===== src/rtl/obi_rid_tracker.sv =====
// rtl/obi_rid_tracker.sv - OBI transaction-ID tracker: stores granted aids in order, returns them as rids.
module obi_rid_tracker #(
  parameter int DEPTH = 4,
  parameter int AW    = 32,
  parameter int DW    = 32,
  parameter int IDW   = 4
) (
  input  logic                     clk_i,
  input  logic                     rst_i,
  input  logic                     s_req_i,
  input  logic [AW-1:0]            s_addr_i,
  input  logic                     s_we_i,
  input  logic [DW/8-1:0]          s_be_i,
  input  logic [DW-1:0]            s_wdata_i,
  input  logic [IDW-1:0]           s_aid_i,
  output logic                     s_gnt_o,
  output logic                     s_rvalid_o,
  output logic [DW-1:0]            s_rdata_o,
  output logic [IDW-1:0]           s_rid_o,
  output logic                     s_err_o,
  output logic                     m_req_o,
  output logic [AW-1:0]            m_addr_o,
  output logic                     m_we_o,
  output logic [DW/8-1:0]          m_be_o,
  output logic [DW-1:0]            m_wdata_o,
  input  logic                     m_gnt_i,
  input  logic                     m_rvalid_i,
  input  logic [DW-1:0]            m_rdata_i,
  output logic [$clog2(DEPTH):0]   occupancy_o,
  output logic                     proto_err_o
);

  localparam int PW = $clog2(DEPTH);
  localparam logic [PW:0] DEPTH_C = (PW+1)'(DEPTH);

  logic [IDW-1:0] fifo_q [DEPTH];
  logic [PW-1:0]  wptr_q, rptr_q;
  logic [PW:0]    occ_q, occ_d;
  logic           proto_err_q;
  logic           full, empty, push, pop;

  // full is gated by reset so grant follows its equation with full = 0 while in reset
  assign full  = ~rst_i & (occ_q == DEPTH_C);
  assign empty = (occ_q == '0);

  assign m_req_o   = s_req_i & ~full;
  assign m_addr_o  = s_addr_i;
  assign m_we_o    = s_we_i;
  assign m_be_o    = s_be_i;
  assign m_wdata_o = s_wdata_i;
  assign s_gnt_o   = m_gnt_i & ~full;

  assign push = s_req_i & s_gnt_o & ~rst_i;
  assign pop  = m_rvalid_i & ~empty;

  assign s_rvalid_o  = m_rvalid_i;
  assign s_rdata_o   = m_rdata_i;
  assign s_rid_o     = empty ? '0 : fifo_q[rptr_q];
  assign s_err_o     = m_rvalid_i & empty;
  assign occupancy_o = occ_q;
  assign proto_err_o = proto_err_q;

  always_comb begin
    occ_d = occ_q;
    case ({push, pop})
      2'b10:   occ_d = occ_q + (PW+1)'(1);
      2'b01:   occ_d = occ_q - (PW+1)'(1);
      default: occ_d = occ_q;
    endcase
  end

  always_ff @(posedge clk_i) begin
    if (rst_i) begin
      wptr_q      <= '0;
      rptr_q      <= '0;
      occ_q       <= '0;
      proto_err_q <= 1'b0;
      for (int i = 0; i < DEPTH; i++) fifo_q[i] <= '0;
    end else begin
      if (push) begin
        fifo_q[wptr_q] <= s_aid_i;
        wptr_q         <= wptr_q + PW'(1);
      end
      if (pop) rptr_q <= rptr_q + PW'(1);
      occ_q <= occ_d;
      // a response with nothing outstanding is a downstream protocol violation
      if (m_rvalid_i & empty) proto_err_q <= 1'b1;
    end
  end

endmodule


===== config.mk =====
export PLATFORM = sky130hd
export DESIGN_NAME = obi_rid_tracker
export DESIGN_NICKNAME = d
export VERILOG_FILES = /design/src/rtl/obi_rid_tracker.sv
export SDC_FILE = /design/constraint.sdc
export NUM_CORES = 1
export LEC_CHECK = 0
export CAP_MARGIN = 15
export CORE_MARGIN = 5
export CORE_UTILIZATION = 30
export DETAILED_ROUTE_END_ITERATION = 10
export PLACE_DENSITY = 0.86
export REMOVE_ABC_BUFFERS = 1
export SLEW_MARGIN = 20
export SYNTH_ARGS = -nofsm -noshare
export SYNTH_HDL_FRONTEND = slang
export SYNTH_SLANG_ARGS = --single-unit

===== constraint.sdc =====
create_clock -name clk_i -period 3.3 [get_ports clk_i]
set_clock_uncertainty 0.05 [all_clocks]
set_input_delay 0.66 -clock clk_i [delete_from_list [all_inputs] [get_ports clk_i]]
set_output_delay 0.66 -clock clk_i [all_outputs]
set_load 0.1 [all_outputs]

## After elaboration in Yosys (flattened, before gate mapping)

Memory sizes are Yosys's and may differ from the RTL's. A register that Yosys moved wholly into a read port is not among the register bits.
Cells that the tools add are included.

| word-level totals | value |
|---|---|
| register bits | 8 |
| bits in writable memories | 16 |
| input bits | 110 |
| output and inout bits | 113 |
| word-level logic and storage cells | 37 |
| memories kept | 1 |

Memories:

| memory | depth | width | rd ports | clocked after Yosys merged registers in | write ports | RTL line | RTL |
|---|---|---|---|---|---|---|---|
| fifo_q | 4 | 4 | 1 | 1 | 4 | 36 | `logic [IDW-1:0] fifo_q [DEPTH];` |

| cells by class | value |
|---|---|
| add/sub/neg operators | 4 |
| eq/ne operators | 3 |
| multiplexer cells | 12 |
| bitwise logic cells | 10 |
| reductions and logical operators | 3 |

Operators with widths:

| kind | number |
|---|---|
| 2-to-1 mux 4 bit | 2 |
| AND 1 bit | 7 |
| 2-to-1 mux 1 bit | 6 |
| 2-to-1 mux 2 bit | 3 |
| one-hot mux 3 bit (2 select lines) | 1 |
| adder 2 x 1 -> 2 bit, second input constant | 2 |
| OR reduction 4 bit | 1 |
| adder 3 x 1 -> 3 bit, second input constant | 1 |
| equality test 3 bit, second input constant | 1 |
| logical NOT 3 bit | 1 |
| NOT 1 bit | 3 |
| subtractor 3 x 1 -> 3 bit, second input constant | 1 |
| equality test 2 x 1 -> 1 bit, second input constant | 1 |
| equality test 2 bit, second input constant | 1 |
| nonzero test 2 bit | 1 |

## Logic depth before layout (Yosys ltp)

| depth | value |
|---|---|
| depth after elaboration | 11 |
| depth in mapped cells | 9 |
| mapped depth without buffers | 9 |

## Least setup slack after synthesis

OpenSTA, ideal clock, no wires.

| path | value |
|---|---|
| path type | register -> output |
| start | reg occ_q[0], in the netlist occupancy_o[0] |
| end | out m_req_o |
| arrival | 3479 ps |
| required time | 2590 ps |
| setup slack | -889 ps |
| cell stages (with the launch flop) | 3 |
| buffers on the path | 0 |
| cell sequence | dfxtp_1 nor3b_4 a21boi_0 |

| between the ends | value |
|---|---|
| longest elaborated chain between the ends | 4 |

Ends and longest elaborated chain:

| item | RTL line | RTL |
|---|---|---|
| start, declared | 38 | `logic [PW:0] occ_q, occ_d;` |
| start signal, assigned | 76 | `occ_q <= '0;` |
| start signal, assigned | 85 | `occ_q <= occ_d;` |
| equality test 3 bit | 43 | `assign full = ~rst_i & (occ_q == DEPTH_C);` |
| AND 1 bit | 43 |  |
| NOT 1 bit | 46 | `assign m_req_o = s_req_i & ~full;` |
| AND 1 bit | 46 |  |
| end, declared | 21 | `output logic m_req_o,` |

Every way passes these cells.

## Worst setup path after layout

| path | value |
|---|---|
| start | in rst_i |
| end | out m_req_o |

| between the ends | value |
|---|---|
| longest elaborated chain between the ends | 4 |

Ends and longest elaborated chain:

| item | RTL line | RTL |
|---|---|---|
| start, declared | 9 | `input logic rst_i,` |
| NOT 1 bit | 43 |  |
| AND 1 bit | 43 |  |
| NOT 1 bit | 46 |  |
| AND 1 bit | 46 |  |

Every way passes these cells.

==> metrics.txt <==
asr flop ratio synth 0%; Leakage Power 0.6241 nW; DP Cell Count 196; deepest clock path buffer count 2; input/output buffers 20; crit-path max FO 12; cell accounting for the most synthesized area buf_4; CTS Root Buffer Type clkbuf_8; most frequent cell after synthesis buf_4; Non-Filler Instances 200; Final Wtd Congestion 1.288; CP endpoint kind output pin; Max-slew headroom 51.12%; top cells by area, synth buf_4, edfxtp_1, dfxtp_1; Comb pwr share 46.9%; fmax 357.8 MHz; DR iter-0 viols 49; clk sinks 26; Startpoint Class input port; sw power 0.5115 mW; grt total ovfl 0; register area share after synthesis 33.98%; routed wire length 13770 um; WHS 450.7 ps; final setup fails 0; Ports 223; worst hold path depth 1; worst reg2reg endpoint occupancy_o[2]; GR Layer Usage met2 57.09%; Tmin final 2795 ps; TritonRoute pass-1 iters 4; core area 6422 um^2; CTS clk-pin slew, worst paths 80 ps; Synth Cell Area 2003 um^2; switching part of the total 45.22%; post-DP HPWL 13160 um; register-to-register setup slack 830 ps; Syn-to-layout area delta -20.80%; worst min path class reg2reg; sequential power share 37.7%; largest net degree at the start of global routing 15; layout cells sized above 1 23.58%; DRC 0; synthesized area per cell 9.966 um^2; Max-cap violations 0; Crit path required time 2590 ps; GR peak layer met2; critical path launch point rst_i; Worst Setup Slack post-DPL 447.1 ps; status finished clean; Die H 91.72 um; synth warn 0; Core Rows 29; Yosys reg bits 26; final hold vios 0; Critical Path End m_req_o; Setup Buffers After CTS 0; met3 Use GR 44.19%; Yosys top cell area share 38.23%; Final #Nets 236; worst setup path category in2out; via count 1188; CTS tree built; worst r2r src occupancy_o[2]; Total Routing Usage GR 31.80%; Antenna Nets Post-Route 0; post-CTS resize count 0; Main synth FF type edfxtp_1; via/cell ratio 5.940; vias in the first global route 1110; Synth top cells by count buf_4, edfxtp_1, dfxtp_1; Initial Util 31.19%; Mapped Cells 201; crit path DAT 2090 ps; Hold-fix buffers, CTS 0; EDFF count, synth 16; final worst path period share 84.70%; worst vdd ir 0.5177 mV; diodes inserted 0; die area 8412 um^2; internal power 0.6196 mW; GRT met1 Usage 9.040%; die outline width 91.72 um; H-tree depth 1; later-pin clock latency in the skew report 260 ps; total power 1.131 mW; Worst-Margin Slew 727.6 ps; Netlist cell types 33; RSZ-0062 raised after global routing false; count of pins over their slew limit 0; TritonCTS Buffers 3; WL/cell 68.85 um; initial antenna violation count 0; clock network power share 15.5%; Power per Cell Area 712.9 nW/um^2; first-pass GRT wire length 16390 um; fin util 24.70%; fin worst setup slack 504.8 ps; worst reg2reg path depth 9
routing by layer:
metal	vias up	share of wire [%]	routed length, um
met5	-	0.93	128
met3	54	30	4079
met4	6	7.5	1036
met1	500	10	1432
met2	225	52	7093
li1	403	-	-
power by group through the flow:
stage | Clock [mW] | Combinational, mW | Sequential [mW]
after floorplan | 0 | 0.305 | 0.519
after global routing | 0.195 | 0.557 | 0.434
final | 0.175 | 0.530 | 0.426
after detailed placement | 0 | 0.530 | 0.433
after global placement | 0 | 0.523 | 0.430
after CTS | 0.176 | 0.531 | 0.427
per-stage QoR:
step | instance area, um^2 | TNS, ps
2_1_floorplan | 1222 | -1900
3_3_place_gp | 1541 | 0
3_5_place_dp | 1541 | 0
4_1_cts | 1587 | 0
5_1_grt | 1587 | 0
6_report | 1587 | 0
final cells by class:
class | count | area, um^2
sequential | 26 | 680.7
clock buffer | 3 | 41.29
fill | 645 | 4836
inverter | 6 | 22.52
tap | 77 | 96.34
multi-input combinational | 65 | 519.2
timing repair buffer | 22 | 222.7
clock inverter | 1 | 3.754
layout by cell type (no fill, tap or decap), drive strengths merged, types with 3 or more instances in the layout:
cell type,netlist,routed
a21o,3,3
a21oi,3,3
and2,9,9
and2b,3,3
and3,8,8
buf,103,14
clkbuf,1,3
clkdlybuf4s50,0,8
dfxtp,10,10
edfxtp,16,16
inv,6,6
mux4,4,4
nand2,3,3
nor2,8,8
o21ai,3,3
xor2,3,3
critical path: stages:
cell	delay, ps
clkdlybuf4s50_1	520
buf_4	220
inv_1	110
a21boi_0	340
buf_12	230
sequential cells by signal, indices dropped and copies added, names as in the netlist, named ones only:
register,flops
proto_err_o,1
wptr_q,2
occupancy_o,3
fifo_q,16
rptr_q,2
logic make-up after synthesis:
| kind of cell | count (synthesis) | share of synthesized area, % |
|---|---|---|
| AOI/OAI and AO/OA | 15 | 4.872 |
| xor gates and xnor gates | 3 | 1.312 |
| adders and majority gates | 2 | 1.624 |
| buffers and inverters | 110 | 40.10 |
| DFF | 26 | 33.98 |
| muxes | 4 | 4.497 |
| and+or+nand+nor | 41 | 13.62 |
how the worst min path moves through the flow:
stage / from / endpoint / slack (ps)
after floorplan: rptr_q[1] / flop / 400
after global placement: proto_err_o / proto_err_o / 430
after detailed placement: proto_err_o / proto_err_o / 420
after CTS: proto_err_o / proto_err_o / 450
after global routing: proto_err_o / proto_err_o / 480
final: proto_err_o / proto_err_o / 450
Note: power is estimated with default switching activity, not from simulation.
